===== src/rtl/ysyx_25040129_axi_arbiter_if.sv =====
// ysyx_25040129_axi_arbiter_if: IFU, LSU and downstream AXI signals seen by the two-master arbiter
interface ysyx_25040129_axi_arbiter_if;
  logic [31:0] ifu_araddr;
  logic [7:0]  ifu_arlen;
  logic        ifu_arvalid, ifu_arready;
  logic [31:0] ifu_rdata;
  logic [1:0]  ifu_rresp;
  logic        ifu_rlast, ifu_rvalid, ifu_rready;
  logic [31:0] lsu_araddr;
  logic [2:0]  lsu_arsize;
  logic        lsu_arvalid, lsu_arready;
  logic [31:0] lsu_rdata;
  logic [1:0]  lsu_rresp;
  logic        lsu_rvalid, lsu_rready;
  logic [31:0] lsu_awaddr;
  logic        lsu_awvalid, lsu_awready;
  logic [31:0] lsu_wdata;
  logic [3:0]  lsu_wstrb;
  logic        lsu_wvalid, lsu_wready;
  logic [1:0]  lsu_bresp;
  logic        lsu_bvalid, lsu_bready;
  logic [31:0] araddr;
  logic [2:0]  arsize;
  logic [7:0]  arlen;
  logic [1:0]  arburst;
  logic        arvalid, arready;
  logic [31:0] rdata;
  logic [1:0]  rresp;
  logic        rlast, rvalid, rready;
  logic [31:0] awaddr;
  logic        awvalid, awready;
  logic [31:0] wdata;
  logic [3:0]  wstrb;
  logic        wvalid, wready;
  logic [1:0]  bresp;
  logic        bvalid, bready;
  logic        err;
  modport slave (
    input  ifu_araddr, ifu_arlen, ifu_arvalid, ifu_rready,
    output ifu_arready, ifu_rdata, ifu_rresp, ifu_rlast, ifu_rvalid,
    input  lsu_araddr, lsu_arsize, lsu_arvalid, lsu_rready,
    output lsu_arready, lsu_rdata, lsu_rresp, lsu_rvalid,
    input  lsu_awaddr, lsu_awvalid, lsu_wdata, lsu_wstrb, lsu_wvalid, lsu_bready,
    output lsu_awready, lsu_wready, lsu_bresp, lsu_bvalid,
    output araddr, arsize, arlen, arburst, arvalid, rready,
    input  arready, rdata, rresp, rlast, rvalid,
    output awaddr, awvalid, wdata, wstrb, wvalid, bready,
    input  awready, wready, bresp, bvalid,
    output err
  );
  modport master (
    output ifu_araddr, ifu_arlen, ifu_arvalid, ifu_rready,
    input  ifu_arready, ifu_rdata, ifu_rresp, ifu_rlast, ifu_rvalid,
    output lsu_araddr, lsu_arsize, lsu_arvalid, lsu_rready,
    input  lsu_arready, lsu_rdata, lsu_rresp, lsu_rvalid,
    output lsu_awaddr, lsu_awvalid, lsu_wdata, lsu_wstrb, lsu_wvalid, lsu_bready,
    input  lsu_awready, lsu_wready, lsu_bresp, lsu_bvalid,
    input  araddr, arsize, arlen, arburst, arvalid, rready,
    output arready, rdata, rresp, rlast, rvalid,
    input  awaddr, awvalid, wdata, wstrb, wvalid, bready,
    output awready, wready, bresp, bvalid,
    input  err
  );
endinterface


===== src/rtl/ysyx_25040129_axi_arbiter.sv =====
// ysyx_25040129_axi_arbiter: round-robin IFU/LSU arbiter granting one whole AXI transaction at a time
module ysyx_25040129_axi_arbiter (
  input logic clk,
  input logic rst,
  ysyx_25040129_axi_arbiter_if.slave bus
);
  typedef enum logic [1:0] {IDLE, IFU_RD, LSU_RD, LSU_WR} state_t;
  state_t r_state, w_next;
  logic [7:0] r_cnt;
  logic r_last_lsu, r_ar_done, r_aw_done, r_w_done, r_err;
  logic w_ifu, w_lsu_rd, w_wr, w_rd, w_pick_lsu, w_rhs, w_bhs, w_err;
  assign w_ifu = r_state == IFU_RD;
  assign w_lsu_rd = r_state == LSU_RD;
  assign w_wr = r_state == LSU_WR;
  assign w_rd = w_ifu | w_lsu_rd;
  assign w_pick_lsu = (bus.lsu_awvalid | bus.lsu_arvalid) & ~(bus.ifu_arvalid & r_last_lsu);
  assign w_rhs = bus.rvalid & bus.rready;
  assign w_bhs = bus.bvalid & bus.bready;
  // a final beat with rlast closes the burst even if the count disagreed
  assign w_err = (w_rhs & ((bus.rlast & |r_cnt) | (~bus.rlast & ~|r_cnt) | |bus.rresp)) | (w_bhs & |bus.bresp);
  always_ff @(posedge clk)
    if (rst) r_state <= IDLE;
    else r_state <= w_next;
  always_comb
    w_next = r_state == IDLE ? (w_pick_lsu ? (bus.lsu_awvalid ? LSU_WR : LSU_RD) : bus.ifu_arvalid ? IFU_RD : IDLE)
           : ((w_rd & w_rhs & bus.rlast) | (w_wr & w_bhs)) ? IDLE : r_state;
  always_ff @(posedge clk) begin
    if (rst) begin
      r_last_lsu <= 1'b0;
      r_cnt <= 8'd0;
      r_err <= 1'b0;
      r_ar_done <= 1'b0;
      r_aw_done <= 1'b0;
      r_w_done <= 1'b0;
    end else begin
      r_err <= w_err;
      r_ar_done <= (r_state != IDLE) & (r_ar_done | (bus.arvalid & bus.arready));
      r_aw_done <= (r_state != IDLE) & (r_aw_done | (bus.awvalid & bus.awready));
      r_w_done <= (r_state != IDLE) & (r_w_done | (bus.wvalid & bus.wready));
      if (r_state == IDLE && w_next != IDLE) begin
        r_last_lsu <= w_next != IFU_RD;
        r_cnt <= w_next == IFU_RD ? bus.ifu_arlen : 8'd0;
      end else if (w_rhs) begin
        r_cnt <= |r_cnt ? r_cnt - 8'd1 : 8'd0;
      end
    end
  end
  // address phases are gated once accepted so a master's next request cannot leak into this grant
  always_comb begin
    bus.araddr = w_ifu ? bus.ifu_araddr : w_lsu_rd ? bus.lsu_araddr : 32'd0;
    bus.arsize = w_ifu ? 3'b010 : w_lsu_rd ? bus.lsu_arsize : 3'd0;
    bus.arlen = w_ifu ? bus.ifu_arlen : 8'd0;
    bus.arburst = w_rd ? 2'b01 : 2'b00;
    bus.arvalid = ~r_ar_done & (w_ifu ? bus.ifu_arvalid : w_lsu_rd & bus.lsu_arvalid);
    bus.rready = w_ifu ? bus.ifu_rready : w_lsu_rd & bus.lsu_rready;
    bus.ifu_arready = w_ifu & ~r_ar_done & bus.arready;
    bus.ifu_rdata = w_ifu ? bus.rdata : 32'd0;
    bus.ifu_rresp = w_ifu ? bus.rresp : 2'b00;
    bus.ifu_rlast = w_ifu & bus.rlast;
    bus.ifu_rvalid = w_ifu & bus.rvalid;
    bus.lsu_arready = w_lsu_rd & ~r_ar_done & bus.arready;
    bus.lsu_rdata = w_lsu_rd ? bus.rdata : 32'd0;
    bus.lsu_rresp = w_lsu_rd ? bus.rresp : 2'b00;
    bus.lsu_rvalid = w_lsu_rd & bus.rvalid;
    bus.awaddr = w_wr ? bus.lsu_awaddr : 32'd0;
    bus.awvalid = w_wr & ~r_aw_done & bus.lsu_awvalid;
    bus.lsu_awready = w_wr & ~r_aw_done & bus.awready;
    bus.wdata = w_wr ? bus.lsu_wdata : 32'd0;
    bus.wstrb = w_wr ? bus.lsu_wstrb : 4'd0;
    bus.wvalid = w_wr & ~r_w_done & bus.lsu_wvalid;
    bus.lsu_wready = w_wr & ~r_w_done & bus.wready;
    bus.bready = w_wr & bus.lsu_bready;
    bus.lsu_bvalid = w_wr & bus.bvalid;
    bus.lsu_bresp = w_wr ? bus.bresp : 2'b00;
    bus.err = r_err;
  end
endmodule


===== src/flat_wrapper.sv =====
// flat-port wrapper written by rule: the top's interface ports become plain ports
module ysyx_25040129_axi_arbiter_flat 
  (clk, rst, bus_ifu_araddr, bus_ifu_arlen, bus_ifu_arvalid, bus_ifu_rready, bus_ifu_arready, bus_ifu_rdata, bus_ifu_rresp, bus_ifu_rlast, bus_ifu_rvalid, bus_lsu_araddr, bus_lsu_arsize, bus_lsu_arvalid, bus_lsu_rready, bus_lsu_arready, bus_lsu_rdata, bus_lsu_rresp, bus_lsu_rvalid, bus_lsu_awaddr, bus_lsu_awvalid, bus_lsu_wdata, bus_lsu_wstrb, bus_lsu_wvalid, bus_lsu_bready, bus_lsu_awready, bus_lsu_wready, bus_lsu_bresp, bus_lsu_bvalid, bus_araddr, bus_arsize, bus_arlen, bus_arburst, bus_arvalid, bus_rready, bus_arready, bus_rdata, bus_rresp, bus_rlast, bus_rvalid, bus_awaddr, bus_awvalid, bus_wdata, bus_wstrb, bus_wvalid, bus_bready, bus_awready, bus_wready, bus_bresp, bus_bvalid, bus_err);
  ysyx_25040129_axi_arbiter_if bus_i ();
  input logic clk;
  input logic rst;
  input wire logic [$bits(bus_i.ifu_araddr)-1:0] bus_ifu_araddr;
  input wire logic [$bits(bus_i.ifu_arlen)-1:0] bus_ifu_arlen;
  input wire logic [$bits(bus_i.ifu_arvalid)-1:0] bus_ifu_arvalid;
  input wire logic [$bits(bus_i.ifu_rready)-1:0] bus_ifu_rready;
  output wire logic [$bits(bus_i.ifu_arready)-1:0] bus_ifu_arready;
  output wire logic [$bits(bus_i.ifu_rdata)-1:0] bus_ifu_rdata;
  output wire logic [$bits(bus_i.ifu_rresp)-1:0] bus_ifu_rresp;
  output wire logic [$bits(bus_i.ifu_rlast)-1:0] bus_ifu_rlast;
  output wire logic [$bits(bus_i.ifu_rvalid)-1:0] bus_ifu_rvalid;
  input wire logic [$bits(bus_i.lsu_araddr)-1:0] bus_lsu_araddr;
  input wire logic [$bits(bus_i.lsu_arsize)-1:0] bus_lsu_arsize;
  input wire logic [$bits(bus_i.lsu_arvalid)-1:0] bus_lsu_arvalid;
  input wire logic [$bits(bus_i.lsu_rready)-1:0] bus_lsu_rready;
  output wire logic [$bits(bus_i.lsu_arready)-1:0] bus_lsu_arready;
  output wire logic [$bits(bus_i.lsu_rdata)-1:0] bus_lsu_rdata;
  output wire logic [$bits(bus_i.lsu_rresp)-1:0] bus_lsu_rresp;
  output wire logic [$bits(bus_i.lsu_rvalid)-1:0] bus_lsu_rvalid;
  input wire logic [$bits(bus_i.lsu_awaddr)-1:0] bus_lsu_awaddr;
  input wire logic [$bits(bus_i.lsu_awvalid)-1:0] bus_lsu_awvalid;
  input wire logic [$bits(bus_i.lsu_wdata)-1:0] bus_lsu_wdata;
  input wire logic [$bits(bus_i.lsu_wstrb)-1:0] bus_lsu_wstrb;
  input wire logic [$bits(bus_i.lsu_wvalid)-1:0] bus_lsu_wvalid;
  input wire logic [$bits(bus_i.lsu_bready)-1:0] bus_lsu_bready;
  output wire logic [$bits(bus_i.lsu_awready)-1:0] bus_lsu_awready;
  output wire logic [$bits(bus_i.lsu_wready)-1:0] bus_lsu_wready;
  output wire logic [$bits(bus_i.lsu_bresp)-1:0] bus_lsu_bresp;
  output wire logic [$bits(bus_i.lsu_bvalid)-1:0] bus_lsu_bvalid;
  output wire logic [$bits(bus_i.araddr)-1:0] bus_araddr;
  output wire logic [$bits(bus_i.arsize)-1:0] bus_arsize;
  output wire logic [$bits(bus_i.arlen)-1:0] bus_arlen;
  output wire logic [$bits(bus_i.arburst)-1:0] bus_arburst;
  output wire logic [$bits(bus_i.arvalid)-1:0] bus_arvalid;
  output wire logic [$bits(bus_i.rready)-1:0] bus_rready;
  input wire logic [$bits(bus_i.arready)-1:0] bus_arready;
  input wire logic [$bits(bus_i.rdata)-1:0] bus_rdata;
  input wire logic [$bits(bus_i.rresp)-1:0] bus_rresp;
  input wire logic [$bits(bus_i.rlast)-1:0] bus_rlast;
  input wire logic [$bits(bus_i.rvalid)-1:0] bus_rvalid;
  output wire logic [$bits(bus_i.awaddr)-1:0] bus_awaddr;
  output wire logic [$bits(bus_i.awvalid)-1:0] bus_awvalid;
  output wire logic [$bits(bus_i.wdata)-1:0] bus_wdata;
  output wire logic [$bits(bus_i.wstrb)-1:0] bus_wstrb;
  output wire logic [$bits(bus_i.wvalid)-1:0] bus_wvalid;
  output wire logic [$bits(bus_i.bready)-1:0] bus_bready;
  input wire logic [$bits(bus_i.awready)-1:0] bus_awready;
  input wire logic [$bits(bus_i.wready)-1:0] bus_wready;
  input wire logic [$bits(bus_i.bresp)-1:0] bus_bresp;
  input wire logic [$bits(bus_i.bvalid)-1:0] bus_bvalid;
  output wire logic [$bits(bus_i.err)-1:0] bus_err;
  assign bus_i.ifu_araddr = bus_ifu_araddr;
  assign bus_i.ifu_arlen = bus_ifu_arlen;
  assign bus_i.ifu_arvalid = bus_ifu_arvalid;
  assign bus_i.ifu_rready = bus_ifu_rready;
  assign bus_ifu_arready = bus_i.ifu_arready;
  assign bus_ifu_rdata = bus_i.ifu_rdata;
  assign bus_ifu_rresp = bus_i.ifu_rresp;
  assign bus_ifu_rlast = bus_i.ifu_rlast;
  assign bus_ifu_rvalid = bus_i.ifu_rvalid;
  assign bus_i.lsu_araddr = bus_lsu_araddr;
  assign bus_i.lsu_arsize = bus_lsu_arsize;
  assign bus_i.lsu_arvalid = bus_lsu_arvalid;
  assign bus_i.lsu_rready = bus_lsu_rready;
  assign bus_lsu_arready = bus_i.lsu_arready;
  assign bus_lsu_rdata = bus_i.lsu_rdata;
  assign bus_lsu_rresp = bus_i.lsu_rresp;
  assign bus_lsu_rvalid = bus_i.lsu_rvalid;
  assign bus_i.lsu_awaddr = bus_lsu_awaddr;
  assign bus_i.lsu_awvalid = bus_lsu_awvalid;
  assign bus_i.lsu_wdata = bus_lsu_wdata;
  assign bus_i.lsu_wstrb = bus_lsu_wstrb;
  assign bus_i.lsu_wvalid = bus_lsu_wvalid;
  assign bus_i.lsu_bready = bus_lsu_bready;
  assign bus_lsu_awready = bus_i.lsu_awready;
  assign bus_lsu_wready = bus_i.lsu_wready;
  assign bus_lsu_bresp = bus_i.lsu_bresp;
  assign bus_lsu_bvalid = bus_i.lsu_bvalid;
  assign bus_araddr = bus_i.araddr;
  assign bus_arsize = bus_i.arsize;
  assign bus_arlen = bus_i.arlen;
  assign bus_arburst = bus_i.arburst;
  assign bus_arvalid = bus_i.arvalid;
  assign bus_rready = bus_i.rready;
  assign bus_i.arready = bus_arready;
  assign bus_i.rdata = bus_rdata;
  assign bus_i.rresp = bus_rresp;
  assign bus_i.rlast = bus_rlast;
  assign bus_i.rvalid = bus_rvalid;
  assign bus_awaddr = bus_i.awaddr;
  assign bus_awvalid = bus_i.awvalid;
  assign bus_wdata = bus_i.wdata;
  assign bus_wstrb = bus_i.wstrb;
  assign bus_wvalid = bus_i.wvalid;
  assign bus_bready = bus_i.bready;
  assign bus_i.awready = bus_awready;
  assign bus_i.wready = bus_wready;
  assign bus_i.bresp = bus_bresp;
  assign bus_i.bvalid = bus_bvalid;
  assign bus_err = bus_i.err;
  ysyx_25040129_axi_arbiter u_core (.clk(clk), .rst(rst), .bus(bus_i));
endmodule

===== config.mk =====
export PLATFORM = sky130hd
export DESIGN_NAME = ysyx_25040129_axi_arbiter_flat
export DESIGN_NICKNAME = d
export VERILOG_FILES = /design/src/rtl/ysyx_25040129_axi_arbiter_if.sv /design/src/rtl/ysyx_25040129_axi_arbiter.sv /design/src/flat_wrapper.sv
export SDC_FILE = /design/constraint.sdc
export NUM_CORES = 1
export LEC_CHECK = 0
export BUFFER_PORTS_ARGS = -buffer_cell sky130_fd_sc_hd__buf_4
export CORE_AREA = 2 2 153 155
export DETAILED_ROUTE_END_ITERATION = 8
export DIE_AREA = 0 0 155 157
export PLACE_DENSITY_LB_ADDON = 0.15
export SLEW_MARGIN = 20
export SYNTH_ARGS = -nofsm -noshare
export SYNTH_HDL_FRONTEND = slang
export SYNTH_SLANG_ARGS = --single-unit

===== constraint.sdc =====
create_clock -name clk -period 2.3 [get_ports clk]
set_input_delay 0.23 -clock clk [delete_from_list [all_inputs] [get_ports clk]]
set_output_delay 0.23 -clock clk [all_outputs]
set_load 0.01 [all_outputs]

==> impl_metrics.csv, run 1 <==
group,metric,value,unit
routing,antenna_left,0,
finish,syn_to_final_growth,139,%
finish,fin_util,0.252,
synthesis,synthTopCellsByCount,"and2_1 (156), a22o_1 (32), clkbuf_1 (28)",
global_routing,grt_max_degree,70,
synthesis,synth_top_area_share,0.410,
timing,finalSetupTns,0,ps
floorplanning,placeableCoreArea,22500,sq um
power_and_ir_drop,power.density,455,nW/um^2
routing,routedWlPerCell,16.0,um
status,run_status,"finished clean",
synthesis,synth_area_leader_cell,"and2_1",
power_and_ir_drop,pwr-share-seq,0.138,
place,dpl.hpwl,13700,um
finish,drive_gt1_frac,0.580,
timing,fmax,0.479,GHz
power_and_ir_drop,p_switching,1.07,mW
worst_setup_path,cp-endpoint,"bus_araddr[11]",
synthesis,synth-seq-cells,15,
clocking,cts_tree,"built",
floorplanning,ios,391,
worst_hold_path,min_path_type,"in2reg",
finish,fill_cells,2531,
finish,final_area,5680,sq um
timing,clock_skew,5.63,ps
clocking,clkSinkCount,15,
timing,post-route-period-util,0.907,
synthesis,avgSynthCellArea,7.10,sq um
worst_setup_path,max_stage_delay,430,ps
worst_setup_path,r2r_slack,440,ps
power_and_ir_drop,switching_share,0.415,
worst_setup_path,reg2reg_to,"u_core.r_cnt[2]",
worst_setup_path,crit_type,"reg2out",
clocking,cts_setup_buffers,0,
job,maxCapViolations,0,
timing,whs,284,ps
worst_setup_path,required,2070,ps
routing,viasPerCell,3.81,
power_and_ir_drop,pwr-share-clk,0.138,
routing,vias,3769,
clocking,clk_latency,250,ps
synthesis,synth_enable_flop_cells,0,
timing,slew_violations,0,
timing,finalSetupViolCount,0,
timing,rsz0062_at_grt,"no",
power_and_ir_drop,p_leak,3.01,nW
worst_setup_path,critPathMaxFanout,43,
power_and_ir_drop,vdd_drop_max,0.000232,V
timing,period_needed,2090,ps
synthesis,synthTopCellsByArea,"and2_1 (41%), dfxtp_1 (13%), a22o_1 (12%)",
synthesis,synth_top_flop_cell,"dfxtp_1",
worst_setup_path,r2r-start,"u_core.r_state[1]",
global_routing,grt_pass1_vias,3838,
floorplanning,die-area,24300,sq um
power_and_ir_drop,finalPower,2.59,mW
worst_setup_path,worst_setup_path_start_kind,"flop",
finish,n_antenna_cell,0,
place,postPlaceCellArea,5600,sq um
routing,firstDrtPassIters,4,
place,place.gp.congestion,0.829,
power_and_ir_drop,p_int,1.51,mW
worst_setup_path,cp-end-kind,"output pin",
clocking,cts_buffers,3,
routing,drc,0,
global_routing,antenna_found_initial,0,
clocking,path_clk_slew,50,ps
floorplanning,die_h,157,um
synthesis,syn_inst,335,
place,numPortBuffers,389,
global_routing,grtUsageTotal,0.120,
worst_setup_path,rr_worst_depth,6,
synthesis,synth_warnings,0,
synthesis,synth.most_common_cell,"and2_1",
clocking,root_buffer,"clkbuf_16",
finish,instances_no_fill,989,
global_routing,grt_overflow,0,
synthesis,syn-cell-area,2380,sq um
routing,wl,15800,um
routing,drt_iter0_drc,132,
worst_setup_path,worstPathCellList,"inv_1 -> ha_2 -> buf_4 -> a22o_1 -> buf_4",
timing,setup_ws,214,ps
clocking,cts.htree.levels,1,
synthesis,synth-async-reset-ratio,0,
timing,finalHoldViolCount,0,
timing,relSlewSlack,0.629,
synthesis,synth_cell_types,45,
global_routing,grt_pass1_wl,22500,um
clocking,clk_path_buf_depth,2,
worst_setup_path,slowest_stage,"buf_4",
floorplanning,die_w,155,um
floorplanning,initial_core_util,0.106,
place,pre_cts_ws,384,ps
finish,nNetsFinal,905,
synthesis,synth_nets,535,
worst_setup_path,cp_common_cell,"buf_4",
power_and_ir_drop,p_comb_frac,0.724,
place,dp.cells,985,
synthesis,synth-seq-area-share,0.126,
worst_setup_path,arrival,1860,ps
worst_setup_path,timing.critical_path.from,"u_core.r_state[1]",
floorplanning,fp-row-count,55,
timing,worst_pin_slew,557,ps
[power groups by stage]
stage | registers [mW] | logic, mW | clock network, mW
after detailed placement | 0.362 | 1.89 | 0
after CTS | 0.357 | 1.90 | 0.369
after floorplan | 0.349 | 0.960 | 0
after global routing | 0.367 | 2.06 | 0.376
after global placement | 0.361 | 1.92 | 0
final | 0.357 | 1.87 | 0.358
[cells by family (layout without fill, tap and decap cells)]
family | after synthesis | after routing | share of synthesized area
AO/OA/AOI/OAI | 79 | 79 | 0.266
XOR/XNOR | 1 | 1 | 0.00368
adder cells (fa/ha/maj) | 6 | 6 | 0.0316
buffers and inverters | 37 | 406 | 0.0615
flip-flops | 15 | 15 | 0.126
other | 1 | 1 | 0.00158
AND/OR/NAND/NOR | 196 | 196 | 0.509
[placed cells by master, fill, tap and decap left out, types with 4 or more instances in the layout]
master,Yosys,layout
o21ai_0,4,4
and2_1,156,156
nor3_1,4,4
nand2_1,8,8
buf_4,2,394
o211ai_1,4,4
dfxtp_1,15,15
a21oi_1,11,11
a22o_1,32,32
inv_1,7,7
nor2_1,7,7
ha_1,6,4
and3b_1,6,6
[layer usage]
layer / track usage / vias to the layer above / wire length [um]
met4: 0.0172 / 0 / 129
met2: 0.250 / 204 / 8770
met3: 0.0242 / 6 / 1280
li1: - / 1882 / -
met1: 0.125 / 1677 / 5650
met5: 0 / - / 0
[sequential cells by signal, indices dropped and copies added, names as in the netlist]
register and flops:
u_core.r_ar_done 1, u_core.r_aw_done 1, u_core.r_state 2, u_core.bus.err 1, u_core.r_w_done 1, u_core.r_last_lsu 1, u_core.r_cnt 8
[repair_timing]
| item | 4_1_cts | 5_1_grt |
|---|---|---|
| setup endpoints to repair | 0 | 28 |
| hold buffers | 0 | 0 |
| gates resized for setup | 0 | 1 |
[worst min path at each step]
stage / depth (start not counted) / to / start
2_1_floorplan: 1 / u_core.r_cnt[4] / rst
6_report: 3 / u_core.r_cnt[7] / bus_ifu_arlen[7]
3_5_place_dp: 2 / u_core.r_last_lsu / u_core.r_last_lsu
3_3_place_gp: 2 / u_core.r_last_lsu / u_core.r_last_lsu
4_1_cts: 3 / u_core.r_w_done / bus_wready
5_1_grt: 3 / u_core.r_cnt[7] / bus_ifu_arlen[7]
[worst max-delay path, delay by kind of cell, from the launching register on]
family	cells	cell delay, ps
buf+inv	3	640
fa+ha+maj	1	390
flops	1	340
compound gates	1	220
[layout make-up]
class	instances	area, sq um	area share
Clock buffer	3	75.1	0.0132
Clock inverter	1	5.00	0.000881
Inverter	7	26.3	0.00463
Multi-Input combinational cell	283	1940	0.341
Sequential cell	15	300	0.0529
Tap cell	285	357	0.0628
Timing Repair Buffer	395	2980	0.524
Note: power is estimated with default switching activity, not from simulation.
==> inputs of run 2 (changes only) <==
--- a/config.mk
+++ b/config.mk
@@ -7,9 +7,11 @@
 export LEC_CHECK = 0
 export BUFFER_PORTS_ARGS = -buffer_cell sky130_fd_sc_hd__buf_4
 export CORE_AREA = 2 2 153 155
+export CTS_BUF_LIST = sky130_fd_sc_hd__clkbuf_4 sky130_fd_sc_hd__clkbuf_8
 export DETAILED_ROUTE_END_ITERATION = 8
 export DIE_AREA = 0 0 155 157
 export PLACE_DENSITY_LB_ADDON = 0.15
+export SKIP_LAST_GASP = 1
 export SLEW_MARGIN = 20
 export SYNTH_ARGS = -nofsm -noshare
 export SYNTH_HDL_FRONTEND = slang
==> run 2 against run 1 <==
Global-route usage about the same; power decreased by 4.8%; sequential share of layout area about the same.
==> impl_metrics.csv, run 2 (synthesis results as in run 1) <==
group,metric,value,unit
floorplanning,ios,391,
worst_setup_path,critPathMaxFanout,43,
routing,antenna_left,0,
clocking,cts.htree.levels,1,
timing,relSlewSlack,0.622,
routing,drc,0,
clocking,cts_tree,"built",
power_and_ir_drop,p_leak,2.99,nW
worst_setup_path,cp-end-kind,"output pin",
place,numPortBuffers,389,
clocking,clk_path_buf_depth,2,
timing,slew_violations,0,
routing,firstDrtPassIters,4,
global_routing,grt_pass1_vias,3824,
global_routing,grtUsageTotal,0.120,
clocking,clkSinkCount,15,
worst_setup_path,worst-path-buf-inv,3,
global_routing,grt_max_degree,70,
finish,final_area,5650,sq um
finish,mostFrequentLayoutCells,"buf_4 (394), and2_1 (156), a22o_1 (32)",
floorplanning,die-area,24300,sq um
job,maxCapViolations,0,
finish,syn_to_final_growth,137,%
timing,finalSetupTns,0,ps
timing,rsz0062_at_grt,"no",
worst_setup_path,crit_type,"reg2out",
place,dp.cells,985,
routing,wl,15900,um
finish,reg.largest.list,"u_core.r_cnt: 8 flops, u_core.r_state: 2 flops",
finish,regMostFlops,"u_core.r_cnt",
finish,layout_commonest_cell,"buf_4",
floorplanning,die_w,155,um
worst_setup_path,worst_setup_path_start_kind,"flop",
clocking,cts_hold_buf,0,
finish,fin_util,0.251,
timing,finalHoldViolCount,0,
finish,nNetsFinal,905,
timing,clock_skew,6.35,ps
worst_setup_path,critical-path-top-delay-family,"buffers and inverters",
global_routing,antenna_found_initial,0,
finish,instances_no_fill,989,
worst_setup_path,slowest_stage,"buf_4",
worst_setup_path,required,2070,ps
routing,viasPerCell,3.84,
routing,vias,3798,
place,place.gp.congestion,0.829,
timing,worst_pin_slew,562,ps
global_routing,grt_pass1_wl,22400,um
finish,fill_cells,2536,
place,dpl.hpwl,13700,um
place,pre_cts_ws,384,ps
finish,drive_gt1_frac,0.580,
timing,fmax,0.477,GHz
global_routing,grt_overflow,0,
timing,setup_ws,206,ps
status,run_status,"finished clean",
floorplanning,initial_core_util,0.106,
clocking,cts_setup_buffers,0,
timing,finalSetupViolCount,0,
clocking,cts_buffers,3,
clocking,cts.repair.resized,0,
power_and_ir_drop,power.density,436,nW/um^2
floorplanning,die_h,157,um
clocking,clk_latency,260,ps
worst_setup_path,max_stage_delay,430,ps
finish,largest_reg_flops,8,
clocking,path_clk_slew,70,ps
worst_setup_path,arrival,1860,ps
power_and_ir_drop,vdd_drop_max,0.000164,V
timing,post-route-period-util,0.911,
worst_setup_path,worstPathCellList,"inv_1 -> ha_2 -> buf_4 -> a22o_1 -> buf_4",
timing,period_needed,2090,ps
floorplanning,fp-row-count,55,
finish,n_antenna_cell,0,
clocking,root_buffer,"clkbuf_8",
worst_setup_path,cp_common_cell,"buf_4",
routing,routedWlPerCell,16.0,um
floorplanning,placeableCoreArea,22500,sq um
routing,drt_iter0_drc,107,
worst_hold_path,min_path_type,"in2reg",
place,postPlaceCellArea,5600,sq um
==> run 2: cell types whose count changed in the layout (fill, tap and decap cells not counted) <==
cell	delta
clkbuf_16	-3
clkbuf_8	+3
==> run 2: worst reg2reg max path, cell delays in order (launching register included) <==
cell,delay (ps)
dfxtp_1,340
inv_1,90
ha_2,390
nand4b_1,190
and2_1,310
a21oi_1,180
a32o_1,260
==> run 2: path summary, 6_finish.rpt <==
kind / from / endpoint / slack [ps] / cells after the start
max: u_core.r_state[1] / bus_araddr[11] / 210 / 5
min: bus_ifu_arlen[7] / u_core.r_cnt[7] / 270 / 3
max reg2reg: u_core.r_state[1] / u_core.r_cnt[3] / 450 / 6
min reg2reg: u_core.r_last_lsu / u_core.r_last_lsu / 490 / 2
==> run 2: cell type report <==
class / count / area [sq um] / share of cell area
well taps: 285 / 357 / 0.0632
multi-input cells: 283 / 1940 / 0.343
clock buffers: 3 / 41.3 / 0.00731
clock inverters: 1 / 5.00 / 0.000886
repair buffers: 395 / 2980 / 0.527
flip-flops and latches: 15 / 300 / 0.0532
inverters: 7 / 26.3 / 0.00465
==> run 2: metrics by stage <==
step                power (mW)  hold WS (ps)
floorplan                 1.31           344
global placement          2.28           484
detailed placement        2.25           489
CTS                       2.50           267
global route              2.68           275
finish                    2.46           271
==> run 2: metal layers <==
metal,GRT usage,share of wire
met1,0.125,0.36
met2,0.250,0.55
met3,0.0242,0.079
met4,0.0185,0.0086
met5,0,0
==> run 2: report_power, final <==
group	total (mW)	leakage, nW	internal, mW	switching [mW]
sequential	0.357	0.123	0.307	0.0496
combinational	1.87	2.84	0.973	0.899
clock	0.234	0.0255	0.120	0.114
==> inputs of run 3 (changes only) <==
--- a/config.mk
+++ b/config.mk
@@ -10,7 +10,7 @@
 export CTS_BUF_LIST = sky130_fd_sc_hd__clkbuf_4 sky130_fd_sc_hd__clkbuf_8
 export DETAILED_ROUTE_END_ITERATION = 8
 export DIE_AREA = 0 0 155 157
-export PLACE_DENSITY_LB_ADDON = 0.15
+export PLACE_DENSITY_LB_ADDON = 0.2
 export SKIP_LAST_GASP = 1
 export SLEW_MARGIN = 20
 export SYNTH_ARGS = -nofsm -noshare
==> run 3 against run 2 <==
Via count is 0.39% lower; clock skew is 2.1 ps lower; combinational power hardly changed; worst hold slack improved by 11 ps; fmax shrank 1.4%; power decreased by 0.46%; cell area up 0.44%; critical path type unchanged; critical endpoint is now bus_arvalid.
==> impl_metrics.csv, run 3 (synthesis results as in run 1) <==
group,metric,value,unit
status,run_status,"finished clean",
finish,final_area,5670,sq um
place,numPortBuffers,389,
floorplanning,placeableCoreArea,22500,sq um
routing,drt_iter0_drc,156,
finish,instances_no_fill,989,
worst_setup_path,critical-path-top-delay-family,"buffers and inverters",
timing,relSlewSlack,0.612,
worst_setup_path,worst-path-buf-inv,3,
timing,fmax,0.471,GHz
routing,firstDrtPassIters,6,
place,dpl.hpwl,12900,um
clocking,cts_hold_buf,0,
worst_setup_path,critPathMaxFanout,34,
worst_hold_path,worstHoldStart,"bus_ifu_arlen[7]",
clocking,clk_latency,250,ps
power_and_ir_drop,vdd_drop_max,0.000195,V
floorplanning,die_h,157,um
timing,rsz0062_at_grt,"no",
global_routing,grt_max_degree,77,
timing,finalHoldViolCount,0,
worst_setup_path,crit_type,"reg2out",
finish,largest_reg_flops,8,
routing,routedWlPerCell,15.2,um
clocking,clk_path_buf_depth,2,
timing,setup_ws,175,ps
worst_hold_path,hold_end,"u_core.r_cnt[7]",
place,dp.cells,985,
place,postPlaceCellArea,5630,sq um
worst_setup_path,rr_worst_depth,6,
global_routing,grt_overflow,0,
worst_setup_path,max_stage_delay,360,ps
global_routing,grtUsageTotal,0.111,
clocking,cts_setup_buffers,0,
finish,mostFrequentLayoutCells,"buf_4 (392), and2_1 (156), a22o_1 (32)",
worst_setup_path,worst_setup_path_start_kind,"flop",
floorplanning,die-area,24300,sq um
worst_setup_path,cp-end-kind,"output pin",
floorplanning,fp-row-count,55,
floorplanning,ios,391,
worst_setup_path,worstPathCellList,"inv_1 -> ha_1 -> buf_4 -> nand3b_1 -> a21oi_1 -> buf_4",
finish,n_antenna_cell,0,
timing,post-route-period-util,0.924,
worst_setup_path,reg2reg_to,"u_core.r_cnt[2]",
finish,regMostFlops,"u_core.r_cnt",
clocking,cts_buffers,3,
timing,period_needed,2120,ps
power_and_ir_drop,p_leak,3.00,nW
clocking,clkSinkCount,15,
timing,clock_skew,4.28,ps
power_and_ir_drop,power.density,432,nW/um^2
worst_setup_path,r2r_slack,480,ps
timing,slew_violations,0,
finish,reg.largest.list,"u_core.r_cnt: 8 flops, u_core.r_state: 2 flops",
clocking,path_clk_slew,70,ps
timing,finalSetupViolCount,0,
global_routing,antenna_found_initial,0,
worst_setup_path,required,2070,ps
routing,wl,15000,um
finish,fin_util,0.252,
timing,worst_pin_slew,582,ps
worst_hold_path,min_path_type,"in2reg",
finish,layout_commonest_cell,"buf_4",
worst_setup_path,arrival,1890,ps
routing,viasPerCell,3.83,
worst_setup_path,r2r-start,"u_core.r_cnt[0]",
power_and_ir_drop,finalPower,2.45,mW
clocking,cts.htree.levels,1,
clocking,cts.repair.resized,0,
clocking,root_buffer,"clkbuf_8",
job,maxCapViolations,0,
timing,whs,282,ps
routing,vias,3783,
floorplanning,die_w,155,um
global_routing,grt_pass1_vias,3719,
floorplanning,initial_core_util,0.106,
finish,drive_gt1_frac,0.580,
finish,nNetsFinal,905,
place,pre_cts_ws,411,ps
worst_hold_path,holdPathStages,3,
clocking,cts_tree,"built",
routing,antenna_left,0,
timing,finalSetupTns,0,ps
worst_setup_path,cp_common_cell,"buf_4",
worst_setup_path,slowest_stage,"buf_4",
global_routing,grt_pass1_wl,20900,um
routing,drc,0,
place,place.gp.congestion,0.801,
finish,syn_to_final_growth,138,%
## run 3: cell types whose count changed in the layout (fill, tap and decap cells not counted)
| cell | change |
|---|---|
| buf_12 | +2 |
| buf_4 | -2 |
## run 3: cell type report
type / count / area (sq um)
clock buffer: 3 / 41.3
clock inverter: 1 / 5.00
fill: 2486 / 16800
inverter: 7 / 26.3
multi-input combinational: 283 / 1940
sequential: 15 / 300
tap: 285 / 357
timing repair buffer: 395 / 3000
## run 3: worst reg2reg max path: cells and delay by family, from the launching register on
kind | cells | cell delay (ps)
adder cells (fa/ha/maj) | 1 | 160
flip-flops | 1 | 360
AO/OA/AOI/OAI | 3 | 610
AND/OR/NAND/NOR | 1 | 500
buffers and inverters | 1 | 100
## run 3: worst max-delay path by stage
stage / from / endpoint / slack (ps) / cells after the start
detailed placement: u_core.r_state[0] / bus_arvalid / 410 / 6
CTS: u_core.r_state[0] / bus_arvalid / 120 / 6
global route: u_core.r_state[0] / bus_arvalid / 7 / 6
global placement: u_core.r_state[0] / bus_arvalid / 410 / 6
finish: u_core.r_state[0] / bus_arvalid / 180 / 6
floorplan: u_core.r_state[1] / bus_araddr[10] / 460 / 7
## run 3: metal layers
metal | global-route usage | part of all wire | vias up
li1 | - | - | 1878
met1 | 0.106 | 0.33 | 1647
met2 | 0.240 | 0.55 | 246
met3 | 0.0234 | 0.10 | 12
met4 | 0.0220 | 0.015 | 0
met5 | 0 | 0 | -
## run 3: where the power goes
part / total, mW / internal (mW) / switching, mW
logic: 1.87 / 0.986 / 0.885
clock network: 0.224 / 0.120 / 0.104
registers: 0.356 / 0.307 / 0.0489
